$ cat src/rtl/data_sram_ctrl_pkg.sv
// Shared types for the data-memory controller: FSM states, the latched
// request record and the pipeline stall-bus layout.
package data_sram_ctrl_pkg;

  // Pipeline stall vector layout; bit STALL_MEM gates the EX->MEM register.
  localparam int unsigned STALL_W   = 6;
  localparam int unsigned STALL_MEM = 3;
  localparam logic        STOP      = 1'b1;
  localparam logic        NO_STOP   = 1'b0;

  typedef enum logic [1:0] {
    IDLE,
    WAIT_ADDR,
    WAIT_DATA,
    DONE
  } mem_state_e;

  // One bus request as presented on the SRAM-like interface.
  typedef struct packed {
    logic        wr;
    logic [1:0]  size;
    logic [3:0]  wstrb;
    logic [31:0] addr;
    logic [31:0] wdata;
  } mem_req_t;

  // Build a bus request from the EX-stage fields; any strobe set means store.
  function automatic mem_req_t pack_req(input logic [3:0]  wen,
                                        input logic [1:0]  size,
                                        input logic [31:0] addr,
                                        input logic [31:0] wdata);
    mem_req_t r;
    r.wr    = |wen;
    r.size  = size;
    r.wstrb = wen;
    r.addr  = addr;
    r.wdata = wdata;
    return r;
  endfunction

endpackage

$ cat src/rtl/data_sram_ctrl_if.sv
// SRAM-like data bus (req/addr_ok/data_ok handshake). The controller is the
// master; the bus bridge or memory model is the slave.
interface data_sram_ctrl_if;

  logic        req;
  logic        wr;
  logic [1:0]  size;
  logic [3:0]  wstrb;
  logic [31:0] addr;
  logic [31:0] wdata;
  logic        addr_ok;
  logic        data_ok;
  logic [31:0] rdata;

  modport master (
    output req, wr, size, wstrb, addr, wdata,
    input  addr_ok, data_ok, rdata
  );

  modport slave (
    input  req, wr, size, wstrb, addr, wdata,
    output addr_ok, data_ok, rdata
  );

endinterface

$ cat src/rtl/data_sram_ctrl_wdog.sv
// Watchdog for one outstanding data-memory access: counts cycles spent
// waiting on the bus and raises a sticky timeout flag once the limit is hit.
// Instantiated by data_sram_ctrl only when MEM_CTRL_WATCHDOG_EN is defined.
module mem_ctrl_wdog #(
  parameter int unsigned WDOG_CYCLES = 255,
  parameter int unsigned WDOG_W      = 8
) (
  input  logic clk,
  input  logic rst,
  input  logic clear,
  input  logic active,
  output logic timeout
);

  localparam logic [WDOG_W-1:0] LIMIT = WDOG_W'(WDOG_CYCLES);

  logic [WDOG_W-1:0] cnt;

  // Count waiting cycles (saturating at the limit); flag is sticky until reset.
  always_ff @(posedge clk) begin
    if (rst) begin
      cnt     <= '0;
      timeout <= 1'b0;
    end else if (clear) begin
      cnt <= '0;
    end else if (active) begin
      if (cnt != LIMIT) begin
        cnt <= cnt + WDOG_W'(1);
      end
      if ((cnt + WDOG_W'(1)) == LIMIT) begin
        timeout <= 1'b1;
      end
    end
  end

endmodule

$ cat src/rtl/data_sram_ctrl.sv
// Data-memory access sequencer for the 5-stage pipeline. Issues the EX-stage
// load/store on the SRAM-like bus, stalls the pipeline until the response
// returns, and holds the returned word in a register for the MEM stage.
// Optional feature: define MEM_CTRL_WATCHDOG_EN to enable the access watchdog
// (mem_timeout); otherwise mem_timeout is tied low.
module data_sram_ctrl
  import data_sram_ctrl_pkg::*;
#(
  parameter int unsigned WDOG_CYCLES = 255,
  parameter int unsigned WDOG_W      = 8
) (
  input  logic                  clk,
  input  logic                  rst,
  input  logic [STALL_W-1:0]    stall,
  input  logic                  ex_req,
  input  logic [3:0]            ex_wen,
  input  logic [1:0]            ex_size,
  input  logic [31:0]           ex_addr,
  input  logic [31:0]           ex_wdata,
  data_sram_ctrl_if.master      data_sram,
  output logic [31:0]           mem_rdata,
  output logic                  stallreq_mem,
  output logic                  mem_timeout
);

  if (WDOG_CYCLES == 0 || WDOG_CYCLES >= (64'd1 << WDOG_W)) begin : g_bad_wdog_cfg
    $error("data_sram_ctrl: WDOG_CYCLES must be in 1 .. 2**WDOG_W-1");
  end

  mem_state_e state;
  mem_req_t   req_r;
  mem_req_t   ex_fields;
  mem_req_t   bus_fields;
  logic       mem_advance;

  // Only the MEM-stage stall bit matters here.
  logic unused_stall_bits;
  assign unused_stall_bits = ^{stall[STALL_W-1:STALL_MEM+1], stall[STALL_MEM-1:0]};

  assign mem_advance = (stall[STALL_MEM] == NO_STOP);

  // Access sequencer: issue, wait for accept, wait for response, hold for MEM.
  always_ff @(posedge clk) begin
    if (rst) begin
      state     <= IDLE;
      req_r     <= '0;
      mem_rdata <= '0;
    end else begin
      case (state)
        IDLE: begin
          if (ex_req) begin
            req_r <= ex_fields;
            state <= data_sram.addr_ok ? WAIT_DATA : WAIT_ADDR;
          end
        end
        WAIT_ADDR: begin
          if (data_sram.addr_ok) begin
            state <= WAIT_DATA;
          end
        end
        WAIT_DATA: begin
          if (data_sram.data_ok) begin
            mem_rdata <= data_sram.rdata;
            state     <= mem_advance ? IDLE : DONE;
          end
        end
        DONE: begin
          if (mem_advance) begin
            state <= IDLE;
          end
        end
        default: state <= IDLE;
      endcase
    end
  end

  // Bus fields: live EX values on first issue, latched copy while awaiting accept.
  always_comb begin
    ex_fields  = pack_req(ex_wen, ex_size, ex_addr, ex_wdata);
    bus_fields = (state == WAIT_ADDR) ? req_r : ex_fields;

    data_sram.req   = ((state == IDLE) && ex_req) || (state == WAIT_ADDR);
    data_sram.wr    = bus_fields.wr;
    data_sram.size  = bus_fields.size;
    data_sram.wstrb = bus_fields.wstrb;
    data_sram.addr  = bus_fields.addr;
    data_sram.wdata = bus_fields.wdata;
  end

  // Hold the pipeline from issue until the response arrives.
  always_comb begin
    stallreq_mem = ((state == IDLE) && ex_req)
                || (state == WAIT_ADDR)
                || ((state == WAIT_DATA) && !data_sram.data_ok);
  end

`ifdef MEM_CTRL_WATCHDOG_EN
  logic wdog_clear;
  logic wdog_active;

  // A new access starts from IDLE, so the count restarts there.
  always_comb begin
    wdog_clear  = (state == IDLE) && ex_req;
    wdog_active = (state == WAIT_ADDR) || (state == WAIT_DATA);
  end

  mem_ctrl_wdog #(
    .WDOG_CYCLES (WDOG_CYCLES),
    .WDOG_W      (WDOG_W)
  ) u_wdog (
    .clk     (clk),
    .rst     (rst),
    .clear   (wdog_clear),
    .active  (wdog_active),
    .timeout (mem_timeout)
  );
`else
  assign mem_timeout = 1'b0;
`endif

endmodule

$ cat src/flat_wrapper.sv
// flat-port wrapper written by rule: the top's interface ports become plain ports
module data_sram_ctrl_flat import data_sram_ctrl_pkg::*;
#(
  parameter int unsigned WDOG_CYCLES = 255,
  parameter int unsigned WDOG_W      = 8
)
  (clk, rst, stall, ex_req, ex_wen, ex_size, ex_addr, ex_wdata, mem_rdata, stallreq_mem, mem_timeout, data_sram_req, data_sram_wr, data_sram_size, data_sram_wstrb, data_sram_addr, data_sram_wdata, data_sram_addr_ok, data_sram_data_ok, data_sram_rdata);
  data_sram_ctrl_if data_sram_i ();
  input  logic clk;
  input  logic rst;
  input  logic [STALL_W-1:0] stall;
  input  logic ex_req;
  input  logic [3:0] ex_wen;
  input  logic [1:0] ex_size;
  input  logic [31:0] ex_addr;
  input  logic [31:0] ex_wdata;
  output logic [31:0] mem_rdata;
  output logic stallreq_mem;
  output logic mem_timeout;
  output wire logic [$bits(data_sram_i.req)-1:0] data_sram_req;
  output wire logic [$bits(data_sram_i.wr)-1:0] data_sram_wr;
  output wire logic [$bits(data_sram_i.size)-1:0] data_sram_size;
  output wire logic [$bits(data_sram_i.wstrb)-1:0] data_sram_wstrb;
  output wire logic [$bits(data_sram_i.addr)-1:0] data_sram_addr;
  output wire logic [$bits(data_sram_i.wdata)-1:0] data_sram_wdata;
  input wire logic [$bits(data_sram_i.addr_ok)-1:0] data_sram_addr_ok;
  input wire logic [$bits(data_sram_i.data_ok)-1:0] data_sram_data_ok;
  input wire logic [$bits(data_sram_i.rdata)-1:0] data_sram_rdata;
  assign data_sram_req = data_sram_i.req;
  assign data_sram_wr = data_sram_i.wr;
  assign data_sram_size = data_sram_i.size;
  assign data_sram_wstrb = data_sram_i.wstrb;
  assign data_sram_addr = data_sram_i.addr;
  assign data_sram_wdata = data_sram_i.wdata;
  assign data_sram_i.addr_ok = data_sram_addr_ok;
  assign data_sram_i.data_ok = data_sram_data_ok;
  assign data_sram_i.rdata = data_sram_rdata;
  data_sram_ctrl #(.WDOG_CYCLES(WDOG_CYCLES), .WDOG_W(WDOG_W)) u_core (.clk(clk), .rst(rst), .stall(stall), .ex_req(ex_req), .ex_wen(ex_wen), .ex_size(ex_size), .ex_addr(ex_addr), .ex_wdata(ex_wdata), .data_sram(data_sram_i), .mem_rdata(mem_rdata), .stallreq_mem(stallreq_mem), .mem_timeout(mem_timeout));
endmodule
$ cat config.mk
export PLATFORM = sky130hd
export DESIGN_NAME = data_sram_ctrl_flat
export DESIGN_NICKNAME = d
export VERILOG_FILES = /design/src/rtl/data_sram_ctrl_pkg.sv /design/src/rtl/data_sram_ctrl_if.sv /design/src/rtl/data_sram_ctrl_wdog.sv /design/src/rtl/data_sram_ctrl.sv /design/src/flat_wrapper.sv
export SDC_FILE = /design/constraint.sdc
export NUM_CORES = 1
export LEC_CHECK = 0
export CORE_MARGIN = 5
export CORE_UTILIZATION = 25
export DETAILED_ROUTE_END_ITERATION = 8
export GPL_ROUTABILITY_DRIVEN = 0
export GPL_TIMING_DRIVEN = 0
export PLACE_DENSITY = 0.5
export SETUP_SLACK_MARGIN = 0.05
export SYNTH_ARGS = -nofsm -noshare
export SYNTH_HDL_FRONTEND = slang
export SYNTH_SLANG_ARGS = --single-unit
$ cat constraint.sdc
create_clock -name clk -period 1.9 [get_ports clk]
set_input_delay 0.38 -clock clk [delete_from_list [all_inputs] [get_ports clk]]
set_output_delay 0.38 -clock clk [all_outputs]
set_load 0.02 [all_outputs]
### Word level (Yosys, flattened, before mapping)

Cells that the tools add are included.
Widths: inputs -> output; s select.

| cells by class | value |
|---|---|
| eq/ne operators | 7 |
| mux-type cells | 8 |
| reductions and logical operators | 10 |

Operators with widths:

| operator | number |
|---|---|
| $mux 71 | 1 |
| $mux 2 | 6 |
| $ne 2x2->1 const B | 4 |
| $pmux 2 s4 | 1 |
| $eq 2x2->1 const B | 2 |
| $reduce_and 2->1 | 2 |
| $reduce_and 4->1 | 1 |
| $reduce_or 4->1 | 1 |
| $eq 2x1->1 const B | 1 |
| $logic_and 1x1->1 | 2 |
| $logic_not 2->1 | 1 |
| $logic_or 1x1->1 | 2 |
| $logic_not 1->1 | 1 |

| word-level totals | value |
|---|---|
| register bits | 105 |
| output and inout bits | 106 |
| logic and storage cells | 32 |

### Depth between registers and ports, before layout

Gate-level depths: netlist of run 1.

| depth | value |
|---|---|
| depth in word-level cells | 4 |
| depth in mapped cells | 6 |
| depth with buffers taken out | 3 |

### Worst setup path before layout of run 1

Ideal clock, no wire load.

| timing | value |
|---|---|
| kind | register to output |
| from | register u_core.state[0] |
| to | output data_sram_addr[0] |
| arrival | 1.221 ns |
| data required time | 1.520 ns |
| slack | 0.299 ns |
| cell stages (with the launch flop) | 6 |
| path buffers | 3 |
| cells stage by stage | dfxtp_1 buf_6 nand2b_1 buf_2 buf_4 mux2_2 |

| on the way | value |
|---|---|
| word-level cells in the longest chain between the ends | 2 |

Ends and longest elaborated chain:

| item | RTL line | RTL |
|---|---|---|
| start, declared | data_sram_ctrl.sv:30 | `mem_state_e state;` |
| start signal, assigned | data_sram_ctrl.sv:53 | `state <= data_sram.addr_ok ? WAIT_DATA : WAIT_ADDR;` |
| start signal, assigned | data_sram_ctrl.sv:64 | `state <= mem_advance ? IDLE : DONE;` |
| $eq 2x1->1 | data_sram_ctrl.sv:80 | `bus_fields = (state == WAIT_ADDR) ? req_r : ex_fields;` |
| $mux 71 | data_sram_ctrl.sv:80 |  |
| end, declared | flat_wrapper.sv:24 | `output wire logic [$bits(data_sram_i.addr)-1:0] data_sram_addr;` |

No other way between the ends.

### Worst setup path after layout of run 1

| timing | value |
|---|---|
| from | register u_core.state[1] |
| to | output data_sram_addr[29] |

The elaborated chain is that of the path after synthesis.

==> out/qor.csv, run 1 <==
stage,metric,value,unit
outcome,outcome,"complete, but fails checks",
outcome,failing checks,negative setup slack,
cts,CTS tree,yes,
worst_setup_path,critical path arrival,1.67,ns
floorplan,core region area,18150,µm²
synth,Avg Inst Size Synth,8.427,µm²
detailed_routing,remaining antenna violation count,0,
place,dpl hpwl,11500,µm
synth,Seq cells post-synth,105,
grt,largest net degree at the start of global routing,16,
cells_and_area,P&R area growth vs syn,65.21,%
run,MaxCap Viol Count,0,
grt,met1 usage,16.51,%
synth,Compound-Gate Fraction of Synth Area,12.15,%
synth,leading area contributor after synthesis,dfxtp_1,
grt,GRT overflow,0,
power_and_ir_drop,Power Density,744.7,nW/µm²
grt,antenna violations before repair,1,
timing,Slew @ Worst Pin,0.7040,ns
power_and_ir_drop,VDD IR max,401.8,µV
timing,RSZ-0062 raised after global routing,yes,
grt,vias in the first global route,4763,
power_and_ir_drop,P_int,4.111,mW
detailed_routing,initial drt markers,134,
grt,Most Crowded Layer GR,met2,
cts,Clock transition at path regs,0.07,ns
synth,Synth area leaders,"dfxtp_1, mux2_2, nand2_1",
cts,clock network latency to the later pin of the worst-skew pair,0.35,ns
timing,Slew headroom,53.07,%
power_and_ir_drop,Sw Ratio,28.04,%
timing,fin crit period,2.045,ns
worst_setup_path,CP dominant cell by count,buf_6,
synth,cell area after synthesis,4643,µm²
grt,first-pass GRT wire length,24940,µm
cells_and_area,cell area after layout,7671,µm²
synth,simple-gate share of the synthesized area,18.38,%
floorplan,# rows,49,
synth,synth warn,0,
cts,clock buffer count from CTS,9,
detailed_routing,drt wl/cell,15.38,µm
detailed_routing,drt drc,0,
timing,final setup margin,-0.1454,ns
worst_setup_path,slowest CP cell,dfxtp_2,
worst_setup_path,"Buf+Inv Stages, Crit Path",4,
worst_setup_path,CP peak stage delay,0.32,ns
detailed_routing,drt total wl,15700,µm
synth,post-synthesis sequential area ratio,45.27,%
synth,post-synthesis mux area share,16.98,%
grt,global-route met2 utilization,22.53,%
worst_setup_path,"Cell Chain, Critical Path","nand2b_4, buf_16, buf_6, buf_6, mux2_4, buf_6",
cts,Clock Tree Buf Depth,2,
cells_and_area,"commonest non-fill, non-tap cell in the layout",nand2_1,
timing,Clock Skew,0.01195,ns
grt,GR Util All Layers,14.32,%
place,placed cell area,7042,µm²
floorplan,die area,21400,µm²
cts,Clock Sinks,105,
floorplan,Initial Util,25.59,%
synth,largest family of logic cells by synthesized area,simple AND/OR/NAND/NOR gates,
floorplan,chip height,146.3,µm
cells_and_area,most frequent cells in the layout,"nand2_1, clkdlybuf4s50_1, a21oi_1",
cells_and_area,Non-Filler Instances,1021,
worst_setup_path,CP startpoint kind,flop,
worst_setup_path,Setup crit end kind,output port,
cells_and_area,share of layout cells above drive strength 1,26.55,%
worst_setup_path,crit path kind,reg -> out,
synth,Post-Synth XOR/XNOR Area,0,%
detailed_routing,Vias,4527,
timing,achievable frequency,488.9,MHz
grt,grt met3 use,8.646,%
power_and_ir_drop,Logic pwr share,27.5,%
floorplan,I/O Pins,219,
worst_setup_path,critical path required time,1.52,ns
synth,"Net Count, Synth",664,
synth,share of the synthesized area in the top cell type,45.27,%
detailed_routing,vias per cell,4.434,
detailed_routing,DR pass1 iterations,5,
power_and_ir_drop,Seq pwr share,42.0,%
timing,Worst Hold Margin,0.4537,ns
synth,post-synth cell types,22,
power_and_ir_drop,Sw Pwr,1.602,mW
hold_path,Worst Hold Class,reg -> reg,
cts,H-tree Lvls,3,
power_and_ir_drop,Clock Power Share,30.5,%
power_and_ir_drop,Leakage,3.158,nW
worst_setup_path,Top delay family on crit path,buffers and inverters,
power_and_ir_drop,Tot Pwr,5.712,mW
place,# placed instances,991,
cells_and_area,Filler cells,1818,
timing,Pins Over Slew Limit,0,
place,input/output buffers,211,
timing,Final Hold Viols,0,
synth,Post-Synth Adder-Cell Area,0,%
cells_and_area,nets,902,
worst_setup_path,Worst Path Max Fanout,6,
floorplan,DIE WIDTH,146.3,µm
timing,final setup fails,71,
cts,Root Driver,clkbuf_16,
synth,Syn Inst Count,551,
timing,Final period util,107.7,%
## cell type report
cell class	instances	area (µm²)	area share, %
well taps	229	286.5	3.735
repair buffers	229	2211	28.82
clock buffers	11	252.7	3.295
clock inverters	2	16.27	0.2120
multi-input cells	400	2385	31.09
flip-flops and latches	105	2105	27.43
diodes	1	2.502	0.03262
plain buffers	44	412.9	5.382
## per-layer routing
metal / routed length [µm] / vias to the layer above
li1: - / 2295
met1: 6572 / 2063
met2: 6980 / 155
met3: 1893 / 14
met4: 254 / 0
met5: 0 / -
## synthesized netlist by cell type, drive strengths merged
cell type and instances:
dfxtp 105, nor3 1, buf 32, a21oi 104
o31a 1, nor3b 1, nor4 1, or3b 1
o21ai 1, and3b 1, conb 1, o21a 1
clkbuf 14, nand2b 1, mux2 70, nor2b 1
nand3b 1, nand2 205, a211oi 3, nor2 6
## path summary, 6_finish.rpt
kind,startpoint,to,slack (ns),cells after the start
max,u_core.state[1]$_SDFFE_PP0P_,data_sram_addr[29],-0.15,6
min,u_core.req_r[42]$_SDFFE_PP0P_,u_core.req_r[42]$_SDFFE_PP0P_,0.45,2
max reg2reg,u_core.state[1]$_SDFFE_PP0P_,u_core.req_r[27]$_SDFFE_PP0P_,0.32,7
min reg2reg,u_core.req_r[42]$_SDFFE_PP0P_,u_core.req_r[42]$_SDFFE_PP0P_,0.45,2
## logic make-up after synthesis
logic type             count (synthesis)
other                                  1
muxes                                 70
and+or+nand+nor                      219
DFF                                  105
AOI/OAI and AO/OA                    110
buffers and inverters                 46
## power groups by stage
stage                     combinational [mW]  sequential (mW)  clock (mW)
after CTS                               1.51             2.40        1.83
after global placement                  1.44             2.44           0
after detailed placement                1.45             2.45           0
after global routing                    1.69             2.42        1.91
after floorplan                        0.731             2.46           0
final                                   1.57             2.40        1.74
## sequential cells by signal, summed over array words and instances, names as in the netlist
signal,cells
u_core.state,2
u_core.req_r,71
u_core.mem_rdata,32
## worst reg2reg max path: cells and delay by family, from the launching register on
kind                   cells  cell delay [ns]
AOI/OAI and AO/OA          1             0.06
buffers and inverters      4             0.61
DFF                        1             0.32
and+or+nand+nor            2             0.44
## per-stage QoR
step	setup WS (ns)	TNS [ns]	util, %
after floorplan	0.2994	0	-
after global routing	-0.1931	-10.11	42.27
after detailed placement	-0.7887	-32.29	38.80
after global placement	-0.7817	-30.21	38.80
after CTS	-0.2043	-12.12	41.11
final	-0.1454	-6.201	42.27
## timing repair
action                     in CTS  in global routing
hold buffers                    0                  0
pin swaps                       1                  2
setup buffers                   9                  8
setup endpoints to repair      73                 73
gates resized for setup       408                 53
hold endpoints to repair        0                  0
cloned                          2                  1
No activity file was read; power rests on OpenSTA's default activity.
==> run 2, diff against run 1 <==
Settings changed: CORE_ASPECT_RATIO from default to 1.4, TNS_END_PERCENT from default to 1.
==> run 2 against run 1 <==
The run still ends with negative setup slack left. Design area is 3.5% lower. Via count fell by 1.8%. Final cell count up 0.29%. Register-to-register slack gained 0.14 ns. Largest power group unchanged.
==> out/qor.csv, run 2 (synthesis results as in run 1) <==
stage,metric,value,unit
floorplan,I/O Pins,219,
worst_setup_path,CP peak stage delay,0.34,ns
floorplan,chip height,171.3,µm
timing,Slew headroom,54.08,%
cts,clock network latency to the later pin of the worst-skew pair,0.35,ns
power_and_ir_drop,Leakage,2.957,nW
cells_and_area,ant diodes,0,
detailed_routing,vias per cell,4.343,
detailed_routing,initial drt markers,120,
worst_setup_path,critical path arrival,1.71,ns
worst_setup_path,crit path kind,reg -> out,
worst_setup_path,Setup crit end kind,output port,
timing,Clock Skew,0.006435,ns
grt,antenna violations before repair,0,
floorplan,die area,21440,µm²
worst_setup_path,R2R depth,5,
worst_setup_path,"setup slack, reg-to-reg",0.46,ns
power_and_ir_drop,VDD IR max,342.7,µV
worst_setup_path,CP startpoint kind,flop,
cells_and_area,nets,888,
worst_setup_path,Worst R2R Start,u_core.state[1]$_SDFFE_PP0P_,
detailed_routing,drt drc,0,
floorplan,core region area,18460,µm²
place,dpl hpwl,11870,µm
cts,"Hold-fix buffers, CTS",0,
cells_and_area,P&R area growth vs syn,59.42,%
cells_and_area,cell area after layout,7402,µm²
place,placed cell area,7061,µm²
cells_and_area,max reg flops,71,
timing,Final period util,109.8,%
worst_setup_path,"Cell Chain, Critical Path","buf_6, nand2b_4, buf_12, buf_12, mux2_2, buf_4",
cts,Clock Tree Buf Depth,2,
power_and_ir_drop,Power Density,769.6,nW/µm²
run,MaxCap Viol Count,0,
floorplan,DIE WIDTH,125.2,µm
detailed_routing,remaining antenna violation count,0,
timing,Slew @ Worst Pin,0.6888,ns
worst_setup_path,slowest CP cell,mux2_2,
hold_path,Worst Hold Class,reg -> reg,
grt,GRT overflow,0,
worst_setup_path,"Buf+Inv Stages, Crit Path",4,
detailed_routing,drt total wl,15540,µm
floorplan,# rows,59,
timing,final setup margin,-0.1863,ns
timing,achievable frequency,479.3,MHz
timing,Pins Over Slew Limit,0,
cts,clock buffer count from CTS,9,
worst_setup_path,Worst Path Max Fanout,10,
grt,largest net degree at the start of global routing,18,
cells_and_area,largest registers,"u_core.req_r x71, u_core.mem_rdata x32, u_core.state x2",
outcome,failing checks,negative setup slack,
detailed_routing,drt wl/cell,15.18,µm
timing,fin crit period,2.086,ns
place,input/output buffers,211,
cells_and_area,"commonest non-fill, non-tap cell in the layout",nand2_1,
grt,vias in the first global route,4597,
worst_setup_path,Top delay family on crit path,buffers and inverters,
timing,Final Hold Viols,0,
cts,Clock transition at path regs,0.07,ns
outcome,outcome,"complete, but fails checks",
cells_and_area,share of layout cells above drive strength 1,25.26,%
cells_and_area,most frequent cells in the layout,"nand2_1, clkdlybuf4s50_1, a21oi_1, dfxtp_1, mux2_2",
cells_and_area,Biggest register,u_core.req_r,
cts,Clock Sinks,105,
hold_path,Hold Path Cell Cnt,2,
hold_path,Hold Crit Start,u_core.req_r[29]$_SDFFE_PP0P_,
power_and_ir_drop,Tot Pwr,5.697,mW
timing,final setup fails,72,
worst_setup_path,CP dominant cell by count,buf_12,
hold_path,Hold Path End,u_core.req_r[29]$_SDFFE_PP0P_,
detailed_routing,DR pass1 iterations,4,
grt,first-pass GRT wire length,24040,µm
cts,H-tree Lvls,3,
cts,CTS tree,yes,
timing,RSZ-0062 raised after global routing,yes,
floorplan,Initial Util,25.16,%
detailed_routing,Vias,4447,
grt,GR Util All Layers,13.93,%
cts,Root Driver,clkbuf_16,
worst_setup_path,R2R Path End,u_core.mem_rdata[8]$_SDFFE_PP0P_,
worst_setup_path,critical path required time,1.52,ns
## run 2: changes by cell type in the layout (fill, tap and decap cells not counted), moves of 2 or more
cell,previous run,this run
buf_12,8,6
dlygate4sd2_1,3,1
mux2_4,40,20
buf_6,60,36
clkinv_4,1,3
buf_2,34,47
clkdlybuf4s50_1,135,137
buf_4,15,13
mux2_2,30,50
## run 2: routing by layer
layer / wire length (µm) / global-route usage (%)
met5: 0 / 0
met4: 213 / 3.962
met3: 1253 / 5.468
met2: 7868 / 25.38
met1: 6208 / 15.00
## run 2: worst max-delay path by stage
stage / slack (ns) / endpoint / startpoint / cells past startpoint
3_5_place_dp: -0.81 / data_sram_req / ex_req / 6
4_1_cts: -0.30 / data_sram_wdata[9] / u_core.state[0]$_SDFFE_PP0P_ / 6
5_1_grt: -0.24 / data_sram_wstrb[0] / u_core.state[0]$_SDFFE_PP0P_ / 6
3_3_place_gp: -0.78 / data_sram_req / ex_req / 6
2_1_floorplan: 0.30 / data_sram_addr[0] / u_core.state[0]$_SDFFE_PP0P_ / 5
6_report: -0.19 / data_sram_wstrb[1] / u_core.state[0]$_SDFFE_PP0P_ / 6
## run 2: area by class of cell
type	instances	area (µm²)
fill	1947	11050
multi-input combinational	400	2307
sequential	105	2103
timing repair buffer	213	1957
buffer	46	427.9
tap	244	305.3
clock buffer	12	266.5
clock inverter	4	35.03
## run 2: tightest hold or removal path, cell delays in order (launching register included)
cell and delay, ns:
dfxtp_1 0.31, nand2_1 0.05, a21oi_1 0.05
## run 2: stage by stage
stage          setup TNS, ns  hold WS, ns  setup slack (ns)  util [%]  cells
2_1_floorplan              0       0.4338            0.2994         -    551
3_3_place_gp          -29.33       0.4406           -0.7793     38.26   1006
3_5_place_dp          -31.96       0.4449           -0.8089     38.26   1006
4_1_cts               -17.30       0.4550           -0.2956     39.67   1023
5_1_grt               -14.35       0.4730           -0.2414     40.11   1024
6_report              -10.52       0.4527           -0.1863     40.11   1024
## run 2: where the power goes
group	leakage (nW)	total, mW	switching (mW)	internal [mW]
registers	0.859	2.40	0.0640	2.33
clock network	0.149	1.85	0.840	1.01
logic	1.95	1.45	0.709	0.743
## run 2: timing repair
action | CTS | global route
gates resized for setup | 298 | 94
setup buffers | 0 | 0
setup endpoints to repair | 73 | 73
cloned | 1 | 1
pin swaps | 0 | 1
==> run 3, diff against run 2 <==
Settings changed: CORE_MARGIN 5 to 1.
==> run 3 against run 2 <==
The run still ends with negative setup slack left. Routed wire length shrank 1.5%. Sequential power is essentially flat. Critical path depth is the same. Clock skew shrank 0.0018 ns. Critical endpoint is now data_sram_wdata[27].
==> out/qor.csv, run 3 (synthesis results as in run 1) <==
stage,metric,value,unit
cells_and_area,most frequent cells in the layout,"nand2_1, clkdlybuf4s50_1, a21oi_1",
timing,achievable frequency,487.8,MHz
worst_setup_path,CP peak stage delay,0.34,ns
cells_and_area,share of layout cells above drive strength 1,26.68,%
place,input/output buffers,211,
power_and_ir_drop,Power Density,740.1,nW/µm²
cts,H-tree Lvls,3,
worst_setup_path,crit path kind,reg -> out,
cells_and_area,Filler cells,1786,
grt,GRT overflow,0,
timing,fin crit period,2.050,ns
cts,clock buffer count from CTS,9,
detailed_routing,initial drt markers,112,
detailed_routing,remaining antenna violation count,0,
detailed_routing,drt wl/cell,14.86,µm
run,MaxCap Viol Count,0,
timing,final setup margin,-0.1498,ns
detailed_routing,DR pass1 iterations,4,
floorplan,core region area,18070,µm²
floorplan,chip height,163.3,µm
timing,Pins Over Slew Limit,0,
worst_setup_path,Worst Path Max Fanout,5,
worst_setup_path,CP startpoint kind,flop,
timing,final setup fails,72,
worst_setup_path,critical path required time,1.52,ns
worst_setup_path,Setup crit end kind,output port,
timing,Final period util,107.9,%
hold_path,Hold Path Cell Cnt,2,
cts,Clock transition at path regs,0.07,ns
place,dpl hpwl,10920,µm
cts,"Hold-fix buffers, CTS",0,
timing,Slew headroom,62.11,%
detailed_routing,Vias,4507,
detailed_routing,drt drc,0,
power_and_ir_drop,Tot Pwr,5.873,mW
timing,Clock Skew,0.004656,ns
floorplan,die area,19130,µm²
cts,Clock Sinks,105,
cells_and_area,max reg flops,71,
floorplan,DIE WIDTH,117.2,µm
floorplan,# rows,58,
power_and_ir_drop,Leakage,3.279,nW
worst_setup_path,slowest CP cell,mux2_2,
cells_and_area,largest registers,"u_core.req_r x71, u_core.mem_rdata x32, u_core.state x2",
power_and_ir_drop,VDD IR max,317.0,µV
cells_and_area,P&R area growth vs syn,70.90,%
timing,RSZ-0062 raised after global routing,yes,
worst_setup_path,critical path arrival,1.67,ns
cells_and_area,nets,901,
cts,Clock Tree Buf Depth,2,
hold_path,Worst Hold Class,reg -> reg,
detailed_routing,vias per cell,4.371,
worst_setup_path,R2R depth,6,
cts,Root Driver,clkbuf_16,
grt,GR Util All Layers,15.17,%
cells_and_area,Biggest register,u_core.req_r,
cts,clock network latency to the later pin of the worst-skew pair,0.35,ns
cells_and_area,ant diodes,0,
floorplan,I/O Pins,219,
worst_setup_path,CP dominant cell by count,buf_6,
outcome,outcome,"complete, but fails checks",
grt,largest net degree at the start of global routing,17,
floorplan,Initial Util,25.70,%
cells_and_area,"commonest non-fill, non-tap cell in the layout",nand2_1,
timing,Worst Hold Margin,0.4527,ns
grt,vias in the first global route,4306,
grt,antenna violations before repair,0,
outcome,failing checks,negative setup slack,
timing,Final Hold Viols,0,
worst_setup_path,"Cell Chain, Critical Path","buf_6, nand2b_4, clkbuf_16, buf_12, mux2_2, buf_6",
timing,Slew @ Worst Pin,0.5684,ns
grt,first-pass GRT wire length,22120,µm
detailed_routing,drt total wl,15320,µm
cts,CTS tree,yes,
-- run 3: path summary, 6_finish.rpt --
| check | from | to | slack (ns) |
|---|---|---|---|
| worst max-delay path | u_core.state[0]$_SDFFE_PP0P_ | data_sram_wdata[27] | -0.15 |
| worst min-delay path | u_core.req_r[36]$_SDFFE_PP0P_ | u_core.req_r[36]$_SDFFE_PP0P_ | 0.45 |
| worst max register to register | u_core.state[0]$_SDFFE_PP0P_ | u_core.mem_rdata[23]$_SDFFE_PP0P_ | 0.40 |
| worst min register to register | u_core.req_r[36]$_SDFFE_PP0P_ | u_core.req_r[36]$_SDFFE_PP0P_ | 0.45 |
-- run 3: final cells by class --
class / count / area, µm² / area share [%]
Multi-Input combinational cell: 400 / 2410 / 30.37
Timing Repair Buffer: 226 / 2409 / 30.35
Sequential cell: 105 / 2105 / 26.52
Buffer: 46 / 427.9 / 5.393
Tap cell: 240 / 300.3 / 3.784
Clock buffer: 9 / 225.2 / 2.838
Clock inverter: 5 / 58.81 / 0.7411
-- run 3: critical path: cells and delay by family (launching register included) --
kind | cells | cell delay, ns
simple gates | 1 | 0.11
buf+inv | 4 | 0.55
mux | 1 | 0.34
flops | 1 | 0.32
-- run 3: routing by layer --
layer | global-route usage [%] | vias up | part of all wire, %
met4 | 4.718 | 0 | 0.99
met2 | 27.30 | 154 | 51
met3 | 4.750 | 12 | 7.3
met5 | 0 | - | 0
li1 | - | 2289 | -
met1 | 16.62 | 2052 | 40
-- run 3: repair_timing --
| item | 4_1_cts | 5_1_grt |
|---|---|---|
| gates cloned | 1 | 8 |
| resized for setup | 356 | 151 |
| pin swaps | 1 | 0 |
| buffers inserted | 1 | 5 |
| endpoints found under the setup margin | 73 | 73 |
-- run 3: report_power, final --
part	switching (mW)	leakage, nW	internal (mW)	total, mW
sequential	0.0665	0.860	2.33	2.40
combinational	0.740	2.29	0.902	1.64
clock	0.824	0.133	1.01	1.83
total	1.63	3.28	4.24	5.87
-- run 3: through the flow --
step           setup WS, ns  std cells  TNS [ns]  util (%)  cell area [µm²]
5_1_grt             -0.2104       1031    -13.48     43.91             7935
6_report            -0.1498       1031    -8.908     43.91             7935
3_3_place_gp        -0.8060       1002    -28.03     39.05             7056
4_1_cts             -0.2010       1018    -12.36     39.95             7219
3_5_place_dp        -0.8209       1002    -29.00     39.05             7056
2_1_floorplan        0.2994        551         0         -             4643
